`src/rtl/ev_shared_arbiter.sv`:
```
// rtl/ev_shared_arbiter.sv - round-robin arbiter for a shared word/dword store with lane locking
module ev_shared_arbiter #(
  parameter int NUM_LANES = 4,
  parameter int NUM_WORDS = 16,
  parameter int LOCK_MAX  = 15
) (
  input  logic                                         clk,
  input  logic                                         rst_n,
  input  logic [NUM_LANES-1:0]                         req,
  input  logic [NUM_LANES-1:0]                         we,
  input  logic [NUM_LANES-1:0]                         dw,
  input  logic [NUM_LANES-1:0]                         lock,
  input  logic [NUM_LANES-1:0][$clog2(NUM_WORDS)-1:0]  addr,
  input  logic [NUM_LANES-1:0][63:0]                   wdata,
  output logic [NUM_LANES-1:0]                         gnt,
  output logic [NUM_LANES-1:0]                         rvalid,
  output logic [63:0]                                  rdata,
  output logic                                         lock_err,
  output logic                                         locked
);

  localparam int AW = $clog2(NUM_WORDS);
  localparam int LW = $clog2(NUM_LANES);
  localparam int CW = $clog2(LOCK_MAX + 1);
  localparam logic [LW-1:0] LAST_LANE = LW'(NUM_LANES - 1);
  localparam logic [CW-1:0] CNT_LAST  = CW'(LOCK_MAX - 1);
  localparam logic [0:0] ST_IDLE   = 1'b0;
  localparam logic [0:0] ST_LOCKED = 1'b1;

  logic [31:0]           r_mem [NUM_WORDS];
  logic [0:0]            r_state;
  logic [LW-1:0]         r_owner;
  logic [LW-1:0]         r_last;
  logic [CW-1:0]         r_cnt;
  logic [NUM_LANES-1:0]  r_rvalid;
  logic [63:0]           r_rdata;
  logic                  r_lock_err;

  logic                  w_found;
  logic [LW-1:0]         w_win;
  logic [LW-1:0]         w_cand;
  logic                  w_sel_we;
  logic                  w_sel_dw;
  logic                  w_sel_lock;
  logic [AW-1:0]         w_sel_addr;
  logic [63:0]           w_sel_wdata;
  logic [AW-1:0]         w_lo_addr;
  logic [AW-1:0]         w_hi_addr;
  logic                  w_expire;

  // While locked only the owner competes; otherwise scan from the lane after the last winner.
  always_comb begin
    w_found = 1'b0;
    w_win   = r_last;
    w_cand  = r_last;
    if (r_state == ST_LOCKED) begin
      w_found = req[r_owner];
      w_win   = r_owner;
    end else begin
      for (int i = 0; i < NUM_LANES; i++) begin
        w_cand = (w_cand == LAST_LANE) ? '0 : w_cand + 1'b1;
        if (!w_found && req[w_cand]) begin
          w_found = 1'b1;
          w_win   = w_cand;
        end
      end
    end
  end

  always_comb begin
    gnt = '0;
    for (int i = 0; i < NUM_LANES; i++) begin
      gnt[i] = rst_n && w_found && (w_win == LW'(i));
    end
  end

  assign w_sel_we    = we[w_win];
  assign w_sel_dw    = dw[w_win];
  assign w_sel_lock  = lock[w_win];
  assign w_sel_addr  = addr[w_win];
  assign w_sel_wdata = wdata[w_win];
  assign w_lo_addr   = {w_sel_addr[AW-1:1], 1'b0};
  assign w_hi_addr   = {w_sel_addr[AW-1:1], 1'b1};
  assign w_expire    = (r_state == ST_LOCKED) && (r_cnt == CNT_LAST);

  always_ff @(posedge clk or negedge rst_n) begin
    if (!rst_n) begin
      for (int k = 0; k < NUM_WORDS; k++) begin
        r_mem[k] <= '0;
      end
    end else if (w_found && w_sel_we) begin
      if (w_sel_dw) begin
        r_mem[w_lo_addr] <= w_sel_wdata[31:0];
        r_mem[w_hi_addr] <= w_sel_wdata[63:32];
      end else begin
        r_mem[w_sel_addr] <= w_sel_wdata[31:0];
      end
    end
  end

  always_ff @(posedge clk or negedge rst_n) begin
    if (!rst_n) begin
      r_rvalid <= '0;
      r_rdata  <= '0;
    end else begin
      r_rvalid <= gnt & ~we;
      if (w_found && !w_sel_we) begin
        r_rdata <= w_sel_dw ? {r_mem[w_hi_addr], r_mem[w_lo_addr]}
                            : {32'h0, r_mem[w_sel_addr]};
      end
    end
  end

  // Forced release leaves r_last alone so the former owner goes to the back of the queue.
  always_ff @(posedge clk or negedge rst_n) begin
    if (!rst_n) begin
      r_state    <= ST_IDLE;
      r_owner    <= '0;
      r_cnt      <= '0;
      r_last     <= LAST_LANE;
      r_lock_err <= 1'b0;
    end else begin
      r_lock_err <= w_expire;
      if (w_found) begin
        r_last <= w_win;
      end
      case (r_state)
        ST_IDLE: begin
          if (w_found && w_sel_lock) begin
            r_state <= ST_LOCKED;
            r_owner <= w_win;
            r_cnt   <= '0;
          end
        end
        default: begin
          if (w_expire || (w_found && !w_sel_lock)) begin
            r_state <= ST_IDLE;
            r_cnt   <= '0;
          end else begin
            r_cnt <= r_cnt + 1'b1;
          end
        end
      endcase
    end
  end

  assign rvalid   = r_rvalid;
  assign rdata    = r_rdata;
  assign lock_err = r_lock_err;
  assign locked   = (r_state == ST_LOCKED);

endmodule

```
`config.mk`:
```
export PLATFORM = sky130hd
export DESIGN_NAME = ev_shared_arbiter
export DESIGN_NICKNAME = d
export VERILOG_FILES = /design/src/rtl/ev_shared_arbiter.sv
export SDC_FILE = /design/constraint.sdc
export NUM_CORES = 1
export LEC_CHECK = 0
export CORE_MARGIN = 3
export CORE_UTILIZATION = 45
export CTS_BUF_LIST = sky130_fd_sc_hd__clkbuf_4 sky130_fd_sc_hd__clkbuf_8
export CTS_CLUSTER_DIAMETER = 80
export DETAILED_ROUTE_END_ITERATION = 12
export PLACE_DENSITY = 0.66
export SKIP_LAST_GASP = 1
export SLEW_MARGIN = 15
export SYNTH_ARGS = -nofsm -noshare
export SYNTH_HDL_FRONTEND = slang
export SYNTH_SLANG_ARGS = --single-unit
```
`constraint.sdc`:
```
create_clock -name clk -period 8.25 [get_ports clk]
set_clock_uncertainty 0.05 [all_clocks]
set_input_delay 2.475 -clock clk [delete_from_list [all_inputs] [get_ports clk]]
set_output_delay 2.475 -clock clk [all_outputs]
set_load 0.005 [all_outputs]
```
# == Word level (Yosys, flattened, before mapping) ==
# Cells that the tools add are included.
# classes
addsub,5
magnitude_cmp,12
n_eq_ne,8
mux,63
bitwise,6
n_reduce_logical,25
# ops
cell,count
512-bit bitwise mux,3
512-bit 2-to-1 mux,1
32-bit binary-select mux with 4-bit select,3
32-bit demux with 4-bit select,3
32-bit 2-to-1 mux,9
64-bit binary-select mux with 2-bit select,1
64-bit 2-to-1 mux,2
1-bit 2-to-1 mux,19
"2-bit by 3-bit less-than comparator with 1-bit output, second input constant",6
2-bit 2-to-1 mux,9
1-bit binary-select mux with 2-bit select,8
1-bit logical AND,16
4-bit 2-to-1 mux,4
"5-bit greater-or-equal comparator, second input constant",3
"5-bit by 1-bit less-than comparator with 1-bit output, second input constant",3
4-bit NOT with 5-bit output,3
"2-bit == test, second input constant",6
"2-bit by 1-bit adder with 2-bit output, second input constant",4
4-bit binary-select mux with 2-bit select,1
1-bit logical NOT,5
"4-bit by 1-bit adder with 4-bit output, second input constant",1
4-bit bitwise AND,1
"4-bit == test, second input constant",1
4-bit NOT,1
other kinds (6),6
# word_totals
reg_bits,590
elab_cells,142

# == Depth between registers and ports, before layout ==
# Gate-level depths: netlist (run 1).
# depth
ltp_word,28
mapped_depth,17
mapped_depth_nobuf,11

# == Worst setup path after synthesis (run 1) ==
# Ideal clock, no wire load.
# synth_timing
path_kind,input -> output
start,in req[1]
end,out gnt[1]
t_arrival_ps,4747
t_required_ps,5725
slack_ps,978
path_stages,10
cell_sequence,buf_2 -> or4b_1 -> o311ai_1 -> nand2_1 -> o211a_2 -> nor2_1 -> buf_2 -> clkbuf_1 -> clkbuf_1 -> nor3_1
# synth_between
elab_chain_len,18
elab_cells_between_ends,32
# synth_lines
item,line_no,source
"start, declared",9,"input logic [NUM_LANES-1:0] req,"
1-bit binary-select mux with 2-bit select,62,if (!w_found && req[w_cand]) begin
1-bit 2-to-1 mux (not written as such),62,
1-bit 2-to-1 mux,62,
1-bit 2-to-1 mux,56,if (r_state == ST_LOCKED) begin
1-bit logical NOT,62,
1-bit logical AND,62,
1-bit 2-to-1 mux,62,
1-bit 2-to-1 mux,56,
[2 not listed],n/a,
1-bit 2-to-1 mux,62,
1-bit 2-to-1 mux,56,
1-bit logical NOT,62,
1-bit logical AND,62,
2-bit 2-to-1 mux / 1-bit 2-to-1 mux (equally long branches),62,
2-bit 2-to-1 mux / 1-bit 2-to-1 mux (equally long branches),56,
2-bit by 1-bit == test with 1-bit output / 1-bit logical AND (equally long branches),73,gnt[i] = rst_n && w_found && (w_win == LW'(i));
1-bit logical AND *,73,
"end, declared",15,"output logic [NUM_LANES-1:0] gnt,"
# Mark *: on every way between the ends. The rest lies on a longest branch, timed or not. The select of a mux whose other input is x is not followed.

# == Worst setup path after layout (run 1) ==
# layout_timing
start,in req[3]
end,out gnt[3]
# layout_between
elab_chain_len,18
elab_cells_between_ends,32
# layout_lines
item,line_no
1-bit binary-select mux with 2-bit select,62
1-bit 2-to-1 mux (not written as such),62
1-bit 2-to-1 mux,62
1-bit 2-to-1 mux,56
1-bit logical NOT,62
1-bit logical AND,62
1-bit 2-to-1 mux,62
1-bit 2-to-1 mux,56
[2 not listed],n/a
1-bit 2-to-1 mux,62
1-bit 2-to-1 mux,56
1-bit logical NOT,62
1-bit logical AND,62
2-bit 2-to-1 mux / 1-bit 2-to-1 mux (equally long branches),62
2-bit 2-to-1 mux / 1-bit 2-to-1 mux (equally long branches),56
2-bit == test / 1-bit logical AND (equally long branches),73
1-bit logical AND *,73
# Marked as above.

==> flow_summary.json, run 1 <==
{
  "outcome": "finished, final reports clean",
  "synth_area_um2": 32200,
  "placed_cell_area_um2": 37800,
  "gp_congestion": 0.931,
  "final_cells": 4561,
  "r2r-start": "r_last[0]",
  "cts_tree": "built",
  "reg2reg_to": "rdata[45]",
  "finalSetupViolations": 0,
  "synth_edf_count": 0,
  "worstSkewPairLatency_ns": 0.72,
  "hold_depth": 1,
  "grt_pass1_wl_um": 196000,
  "seq_area_frac_synth": 0.458,
  "hold_ws_ns": 0.431,
  "cts-root-buf": "clkbuf_8",
  "post_route_cells_drive_above_1_share": 0.197,
  "io_buffers": 363,
  "rsz0062_at_grt": "false",
  "drtPass1Iterations": 9,
  "fin_crit_ns": 7.87,
  "r2r_slack_ns": 2.86,
  "hold_path_class": "flip-flop to flip-flop",
  "cp.arrival_ns": 5.35,
  "hold_viol": 0,
  "final_cell_mix": "588 x dfrtp_1, 471 x nand2_1, 362 x clkdlybuf4s50_1",
  "ys_types": 95,
  "dieHeight_um": 274,
  "max_cap_violations": 0,
  "wire_per_inst_um": 29.4,
  "nFillCells": 6027,
  "cts_made_buffers": 95,
  "worstHoldStart": "rdata[58]",
  "synth_cells": 3140,
  "grt.overflow.total": 0,
  "cts_resized": 0,
  "rows": 97,
  "clk_path_buf_depth": 3,
  "max_freq_ghz": 0.127,
  "wl_um": 134000,
  "reg2reg_depth": 13,
  "die_area_um2": 74900,
  "coreArea_um2": 70500,
  "endpoint_kind": "output pin",
  "post_cts_buffers": 0,
  "cts-hold-fix-buffers": 0,
  "layout_commonest_cell": "dfrtp_1",
  "ys_ff_latch": 590,
  "tightest_slew_ns": 1.08,
  "yosys_warnings": 0,
  "grt_max_degree": 157,
  "start_kind": "input pin",
  "start_util": 0.457,
  "hold_path_end": "rdata[58]",
  "numClockSinks": 590,
  "htreeDepth": 3,
  "period_share": 0.954,
  "synth_area_per_cell_um2": 10.3,
  "syn-num-nets": 3433,
  "place_inst": 4392,
  "finalMaxSlewViolations": 0,
  "final_nets": 3842,
  "tns_ns": 0,
  "antenna_found_initial": 4,
  "async_reset_ff_frac": 1.00,
  "ant_nets": 0,
  "grt_usage": 0.354,
  "final_cell_area_um2": 39800,
  "area_growth_pct": 23.5,
  "cp.required_ns": 5.73,
  "dr.first_iter.drc_count": 4077,
  "drc": 0,
  "slew-limit-headroom": 0.275,
  "via_per_inst": 6.54,
  "die_x_um": 274,
  "path_clk_slew_ns": 0.06,
  "io_pins": 364,
  "routed-via-count": 29817,
  "grt_pass1_vias": 29791,
  "synth_flop_cell": "dfrtp_1",
  "dp_hpwl_um": 90600,
  "worst-path-max-fanout": 11,
  "critPathKind": "input pin to output pin"
}
through the flow:
step | worst slack, ns | utilization
detailed placement | 0.401 | 0.536
global placement | 0.357 | 0.536
finish | 0.377 | 0.565
CTS | 0.399 | 0.564
floorplan | 0.978 | -
global route | 0.225 | 0.565
how the worst max path moves through the flow:
stage	start	end	slack, ns	cells past startpoint
5_1_grt	req[3]	gnt[1]	0.22	8
3_3_place_gp	req[3]	gnt[1]	0.36	8
2_1_floorplan	req[1]	gnt[1]	0.98	10
3_5_place_dp	req[3]	gnt[3]	0.40	8
6_report	req[3]	gnt[3]	0.38	8
4_1_cts	req[3]	gnt[3]	0.40	8
metal layers:
layer / GRT usage / wire (um) / vias up
met5: 0 / 24 / -
met4: 0.197 / 8600 / 4
met3: 0.0928 / 14600 / 500
met2: 0.547 / 60600 / 1955
met1: 0.453 / 50500 / 14932
li1: - / - / 12426
cell families after synthesis:
family	count (synthesis)	share of synthesized area
buffers and inverters	266	0.0398
muxes	515	0.205
and+or+nand+nor	964	0.127
adders and majority gates	3	0.00116
xor gates and xnor gates	1	0.000272
DFF	590	0.458
AOI/OAI and AO/OA	801	0.169
state kept, by name, indices dropped and copies added (netlist names):
| register | flops |
|---|---|
| lock_err | 1 |
| locked | 1 |
| r_cnt | 4 |
| r_last | 2 |
| r_mem | 512 |
| r_owner | 2 |
| rdata | 64 |
| rvalid | 4 |
final cells by class:
type,count,area [um2],area share
inverter,8,30.0,0.000754
tap,940,1180,0.0295
antenna,3,7.51,0.000189
clock inverter,20,186,0.00468
sequential,590,14800,0.371
multi-input combinational,2284,16400,0.411
timing repair buffer,570,5460,0.137
clock buffer,146,1830,0.0459
synthesized netlist by cell type (21+ instances only):
cell type	number	share of area
a31oi_1	47	0.0091
nand3_1	115	0.018
a211oi_1	21	0.0049
o21ai_0	70	0.011
nand2_1	479	0.056
mux4_2	84	0.059
nor3_1	21	0.0033
dfrtp_1	588	0.46
nor2_1	254	0.030
o21ai_1	70	0.011
mux2_1	124	0.043
clkbuf_1	103	0.012
a221oi_1	39	0.011
a21oi_1	249	0.039
a32oi_1	31	0.0084
a22oi_1	29	0.0068
mux2i_1	117	0.036
o22ai_1	54	0.010
mux2_2	188	0.066
buf_2	113	0.018
and3_1	43	0.0083
worst max-delay path, stage by stage:
cell             delay, ns
clkdlybuf4s50_1       0.67
or3b_1                0.42
a2111o_1              0.51
a21boi_1              0.34
a21oi_1               0.17
nand2_2               0.20
nor3_1                0.08
clkdlybuf4s50_1       0.47
Power of run 1 is not shown: default switching activity piles up to over one toggle a cycle in this logic, so the estimate is an artifact.
==> inputs of run 2 (changes only) <==
--- a/config.mk
+++ b/config.mk
@@ -5,6 +5,7 @@
 export SDC_FILE = /design/constraint.sdc
 export NUM_CORES = 1
 export LEC_CHECK = 0
+export CAP_MARGIN = 20
 export CORE_MARGIN = 3
 export CORE_UTILIZATION = 45
 export CTS_BUF_LIST = sky130_fd_sc_hd__clkbuf_4 sky130_fd_sc_hd__clkbuf_8
==> results of run 2 <==
The final DEF is identical to that of run 1; final timing and power are the same.
Power of run 2 is left out for the same reason.
